## src/rtl/controller_poll_scheduler.sv

```systemverilog
// Controller poll scheduler: triggers a serial pad fetch, waits out the shift, snapshots the pads.
// Optional two-capture debounce of buttons_cur when CONTROLLER_POLL_DEBOUNCE_EN is defined.
module controller_poll_scheduler #(
  parameter int unsigned NUM_CONTROLLERS = 2,
  parameter int unsigned FETCH_CYCLES    = 16
) (
  input  logic                         clk_in,
  input  logic                         rst_B,
  input  logic                         clk_in_enable,
  input  logic                         frame_tick,
  input  logic                         auto_en,
  input  logic                         poll_req,
  input  logic                         ack_read,
  output logic                         start_fetch,
  input  logic [8*NUM_CONTROLLERS-1:0] buttons_in,
  output logic [8*NUM_CONTROLLERS-1:0] buttons_cur,
  output logic [8*NUM_CONTROLLERS-1:0] buttons_pressed,
  output logic                         sample_valid,
  output logic                         busy,
  output logic [7:0]                   poll_count,
  output logic                         missed_tick
);

  localparam int unsigned BW = 8 * NUM_CONTROLLERS;
  localparam int unsigned CW = (FETCH_CYCLES > 1) ? $clog2(FETCH_CYCLES) : 1;

  typedef enum logic [1:0] {
    S_IDLE,
    S_START,
    S_WAIT,
    S_CAPTURE
  } state_e;

  state_e          state_q, state_d;
  logic [CW-1:0]   cnt_q, cnt_d;
  logic [BW-1:0]   cur_q, cur_d;
  logic [BW-1:0]   pressed_q, pressed_d;
  logic [BW-1:0]   cur_new;
  logic [BW-1:0]   rise;
  logic [7:0]      count_q, count_d;
  logic            missed_q, missed_d;
  logic            trigger;
  logic            capture;
`ifdef CONTROLLER_POLL_DEBOUNCE_EN
  logic [BW-1:0]   hist_q, hist_d;
  logic [BW-1:0]   agree;
`endif

  assign trigger = clk_in_enable & (poll_req | (frame_tick & auto_en));
  assign capture = (state_q == S_CAPTURE);

  always_ff @(posedge clk_in or negedge rst_B) begin : state_reg
    if (!rst_B) begin
      state_q <= S_IDLE;
      cnt_q   <= '0;
    end else if (clk_in_enable) begin
      state_q <= state_d;
      cnt_q   <= cnt_d;
    end
  end

  always_comb begin : next_state
    state_d = state_q;
    cnt_d   = cnt_q;
    case (state_q)
      S_IDLE: begin
        if (trigger) state_d = S_START;
      end
      S_START: begin
        cnt_d   = CW'(FETCH_CYCLES - 1);
        state_d = S_WAIT;
      end
      S_WAIT: begin
        cnt_d = cnt_q - CW'(1);
        if (cnt_d == '0) state_d = S_CAPTURE;
      end
      S_CAPTURE: begin
        state_d = S_IDLE;
      end
      default: begin
        state_d = S_IDLE;
      end
    endcase
  end

  always_comb begin : capture_value
`ifdef CONTROLLER_POLL_DEBOUNCE_EN
    // A bit follows the raw pad only once two consecutive captures agree on it.
    agree   = ~(buttons_in ^ hist_q);
    cur_new = (agree & buttons_in) | (~agree & cur_q);
    hist_d  = capture ? buttons_in : hist_q;
`else
    cur_new = buttons_in;
`endif
  end

  always_comb begin : datapath
    rise      = cur_new & ~cur_q;
    cur_d     = capture ? cur_new : cur_q;
    pressed_d = (ack_read ? '0 : pressed_q) | (capture ? rise : '0);
    count_d   = capture ? count_q + 8'd1 : count_q;
    missed_d  = (ack_read ? 1'b0 : missed_q) | (trigger & (state_q != S_IDLE));
  end

  always_ff @(posedge clk_in or negedge rst_B) begin : data_reg
    if (!rst_B) begin
      cur_q     <= '0;
      pressed_q <= '0;
      count_q   <= '0;
      missed_q  <= 1'b0;
`ifdef CONTROLLER_POLL_DEBOUNCE_EN
      hist_q    <= '0;
`endif
    end else if (clk_in_enable) begin
      cur_q     <= cur_d;
      pressed_q <= pressed_d;
      count_q   <= count_d;
      missed_q  <= missed_d;
`ifdef CONTROLLER_POLL_DEBOUNCE_EN
      hist_q    <= hist_d;
`endif
    end
  end

  // During CAPTURE the new values are presented alongside sample_valid and commit on the enabled edge.
  always_comb begin : outputs
    start_fetch     = (state_q == S_START);
    busy            = (state_q != S_IDLE);
    sample_valid    = capture;
    buttons_cur     = cur_d;
    buttons_pressed = capture ? pressed_d : pressed_q;
    poll_count      = count_d;
    missed_tick     = missed_q;
  end

endmodule

```

## config.mk

```make
export PLATFORM = sky130hd
export DESIGN_NAME = controller_poll_scheduler
export DESIGN_NICKNAME = d
export VERILOG_FILES = /design/src/rtl/controller_poll_scheduler.sv
export SDC_FILE = /design/constraint.sdc
export NUM_CORES = 1
export LEC_CHECK = 0
export ABC_AREA = 1
export CAP_MARGIN = 20
export CELL_PAD_IN_SITES_DETAIL_PLACEMENT = 0
export CELL_PAD_IN_SITES_GLOBAL_PLACEMENT = 1
export CORE_ASPECT_RATIO = 0.7
export CORE_MARGIN = 1.5
export CORE_UTILIZATION = 31
export DETAILED_ROUTE_END_ITERATION = 6
export HOLD_SLACK_MARGIN = 0.08
export PLACE_DENSITY = 0.77
export SYNTH_ARGS = -nofsm -noshare
export SYNTH_HDL_FRONTEND = slang
export SYNTH_SLANG_ARGS = --single-unit
```

## constraint.sdc

```tcl
create_clock -name clk_in -period 1.5 [get_ports clk_in]
set_clock_uncertainty 0.2 [all_clocks]
set_input_delay 0.3 -clock clk_in [delete_from_list [all_inputs] [get_ports clk_in]]
set_output_delay 0.3 -clock clk_in [all_outputs]
set_load 0.01 [all_outputs]
```

==> results <==
==> layout by cell type (no fill, tap or decap), types with 6 or more instances in the layout <==
cell type        Yosys  final
o21ai_4              0     26
buf_6                0     30
clkdlybuf4s50_1      0     21
inv_1               54     48
o22ai_1             16     16
buf_12               0      8
buf_4                2     65
buf_2                8     19
nand3_2              1      7
o21ai_2              0      7
dfrtp_1             47     47
nand3_4              0      8
nand3_1             20      6
o21ai_0             44     13
o21ai_1             16     14
nand2_1             75     53
nand2_2              1     20
==> state kept, by name, indices dropped and copies added (netlist names) <==
register / flops
cnt_q: 4
cur_q: 16
missed_tick: 1
count_q: 8
state_q: 2
pressed_q: 16
==> layout make-up <==
cell class	count	area [um2]	area share
well taps	101	126	0.0264
multi-input cells	199	1650	0.344
clock buffers	8	156	0.0327
flip-flops and latches	47	1180	0.246
repair buffers	152	1470	0.308
inverters	54	205	0.0429
==> timing repair <==
action,in CTS,in global routing
gates cloned,4,0
buffers inserted,17,5
pin swaps,20,14
hold buffers,1,0
endpoints found under the setup margin,78,89
gates resized for setup,260,48
hold endpoints to repair,47,0
==> stage by stage <==
step | utilization | setup TNS (ps) | instances
finish | 0.611 | -27300 | 561
global placement | 0.506 | -36350 | 528
global route | 0.611 | -33850 | 561
detailed placement | 0.506 | -37530 | 528
CTS | 0.586 | -27120 | 558
floorplan | - | -8190 | 315
==> per-layer routing <==
metal  GRT usage  vias to the layer above  part of all wire
li1            -                     1312                 -
met4      0.0231                        0            0.0010
met3      0.0437                        2             0.049
met1       0.269                     1234              0.49
met5           0                        -                 0
met2       0.292                       56              0.46
==> power by group through the flow <==
stage / Sequential (uW) / Clock [uW] / Combinational [uW]
6_report: 1830 / 1180 / 5630
5_1_grt: 1870 / 1270 / 6030
4_1_cts: 1830 / 1190 / 5150
3_5_place_dp: 1840 / 0 / 4290
3_3_place_gp: 1830 / 0 / 4250
2_1_floorplan: 1840 / 0 / 2160
==> worst paths after layout <==
path / startpoint / to / cells past startpoint
setup / recovery: state_q[1]$_DFFE_PN0P_ / buttons_cur[3] / 5
hold / removal: count_q[7]$_DFFE_PN0P_ / count_q[7]$_DFFE_PN0P_ / 2
setup reg to reg: state_q[1]$_DFFE_PN0P_ / cur_q[2]$_DFFE_PN0P_ / 9
hold reg to reg: count_q[7]$_DFFE_PN0P_ / count_q[7]$_DFFE_PN0P_ / 2
max in group asynchronous: rst_B / pressed_q[12]$_DFFE_PN0P_ / 3
min in group asynchronous: rst_B / cnt_q[2]$_DFFE_PN0P_ / 3
==> logic make-up after synthesis <==
logic type / after synthesis / synth area share
fa+ha+maj: 8 / 0.0402
xor+xnor: 3 / 0.0166
flops: 47 / 0.473
simple gates: 109 / 0.189
buf+inv: 69 / 0.111
compound gates: 79 / 0.170
==> worst register-to-register path: stages, from the launching register on <==
cell       delay (ps)
dfrtp_1           410
ha_4              210
buf_4             160
bufbuf_16         280
nand2_2            80
o21ai_4            60
buf_4             130
buf_4             120
nand2_1            40
o21ai_0            70
==> results.md <==
* Status: finished, violations left
* Failing checks: negative setup slack
* Max clock buf depth at 2
* Pint at between 5000 and 6000 uW
* DR vias at roughly 2600
* Max-slew violations at 0
* TritonCTS buffer count at 5
* Crit Path Class: flop to output port
* Leakage at around 0.0022 uW
* Reg clk slew, reported paths at approximately 70 ps
* Most frequent cell after synthesis: nand2_1
* Core area at between 0.007 and 0.008 mm2
* 1st-pass router iterations at 4
* Clk pwr share at 0.136
* Pwr dens at between 1500 and 2000 mW/mm2
* Hold Vio Cnt, Final at 0
* Starting DRT DRC Count at 84
* Syn avg cell area at slightly below 8 um2
* Final Critical Period at roughly 2100 ps
* Total Routing Usage GR at 0.186
* Layout Nets at 490
* Final Total Pwr at between 8000 and 9000 uW
* Reg2Reg Setup Slack at -380 ps
* CP peak stage delay at just over 400 ps
* Sw Ratio at 0.377
* Yosys top cell by area: dfrtp_1
* Area grow syn2layout at 92.3%
* CTS tree: done
* Root Driver: clkbuf_16
* Cell Rows at 27
* DIE HEIGHT at roughly 78 um
* Hold Crit Class: flop to flop
* Comb pwr share at 0.652
* Synthesized area at 0.00249 mm2
* Critical Path Start Type: flop
* Post-synth EDFFs at 0
* Vias in the first global route at approximately 2500
* Worst path cell trace: ha_4, buf_4, bufbuf_16, o21ai_4, buf_6
* Final HPWL DP at ~4700 um
* Max Fclk at approximately 0.47 GHz
* N_diodes at 0
* Net switching power figure at ~3300 uW
* Register area share after synthesis at 0.473
* Post-synthesis register bit count at 47
* Skew-Pair Late Insertion Delay at roughly 290 ps
* Worst setup EP type: output port
* Die Area at roughly 0.0086 mm2
* Synth async-reset ratio at 1.00
* Pin count of the biggest net entering global routing at 48
* Vias/cell at 4.64
* Slew HR at 0.694
* Synth cell types at 28
* GP Congestion at 0.824
* Setup ws final at -623 ps
* RSZ-0062 raised after global routing: yes
* Arrival @ worst endpoint at approximately 1600 ps
* Final Setup Violations at 82
* Port Buffers at 66
* Filler cells at 686
* Crit Path Max Fanout at 8
* Die X at ~110 um
* Post-Synthesis Cells at ~320
* Layout cells sized above 1 at 0.496
* Slowest cell on crit path: dfrtp_1
* Buf/Inv on CP at 3
* Placed cell area at a little under 0.004 mm2
* Peak VDD IR at 0.926 mV
* First-pass GRT wire length at around 12000 um
* Part of the cycle the worst path needs at 1.42
* Antenna violations before repair at 0
* CP Data Required Time at 1000 ps
* Hold Slack at approximately 300 ps
* DRC errors left at 0
* IO Pins at 67
* CTS sink cnt at 47
* Max cap viols at 0
* Total overflow reported by the global router at 0
* Sequential share of power at 0.212
* Area contributors post-synth: dfrtp_1, nand2_1, o21ai_0
* H-tree depth at 2
* Detail Route Antenna Nets at 0
* Post-synth top area share at 0.473
* Initial Util at 0.318
* Worst-Margin Slew at approximately 450 ps
* Top post-synthesis cells by count: nand2_1, inv_1, dfrtp_1
* Yosys warning count at 0
* Routed WL at 7780 um
* Pre-CTS WS at -812 ps
* Wire per inst at around 14 um
* Top FF cell, synth: dfrtp_1
* Crit path max-delay family: buffers and inverters
* Post-layout instance area at between 0.004 and 0.005 mm2
* Post-Syn Nets at 346
Note: power is estimated with default switching activity, not from simulation.
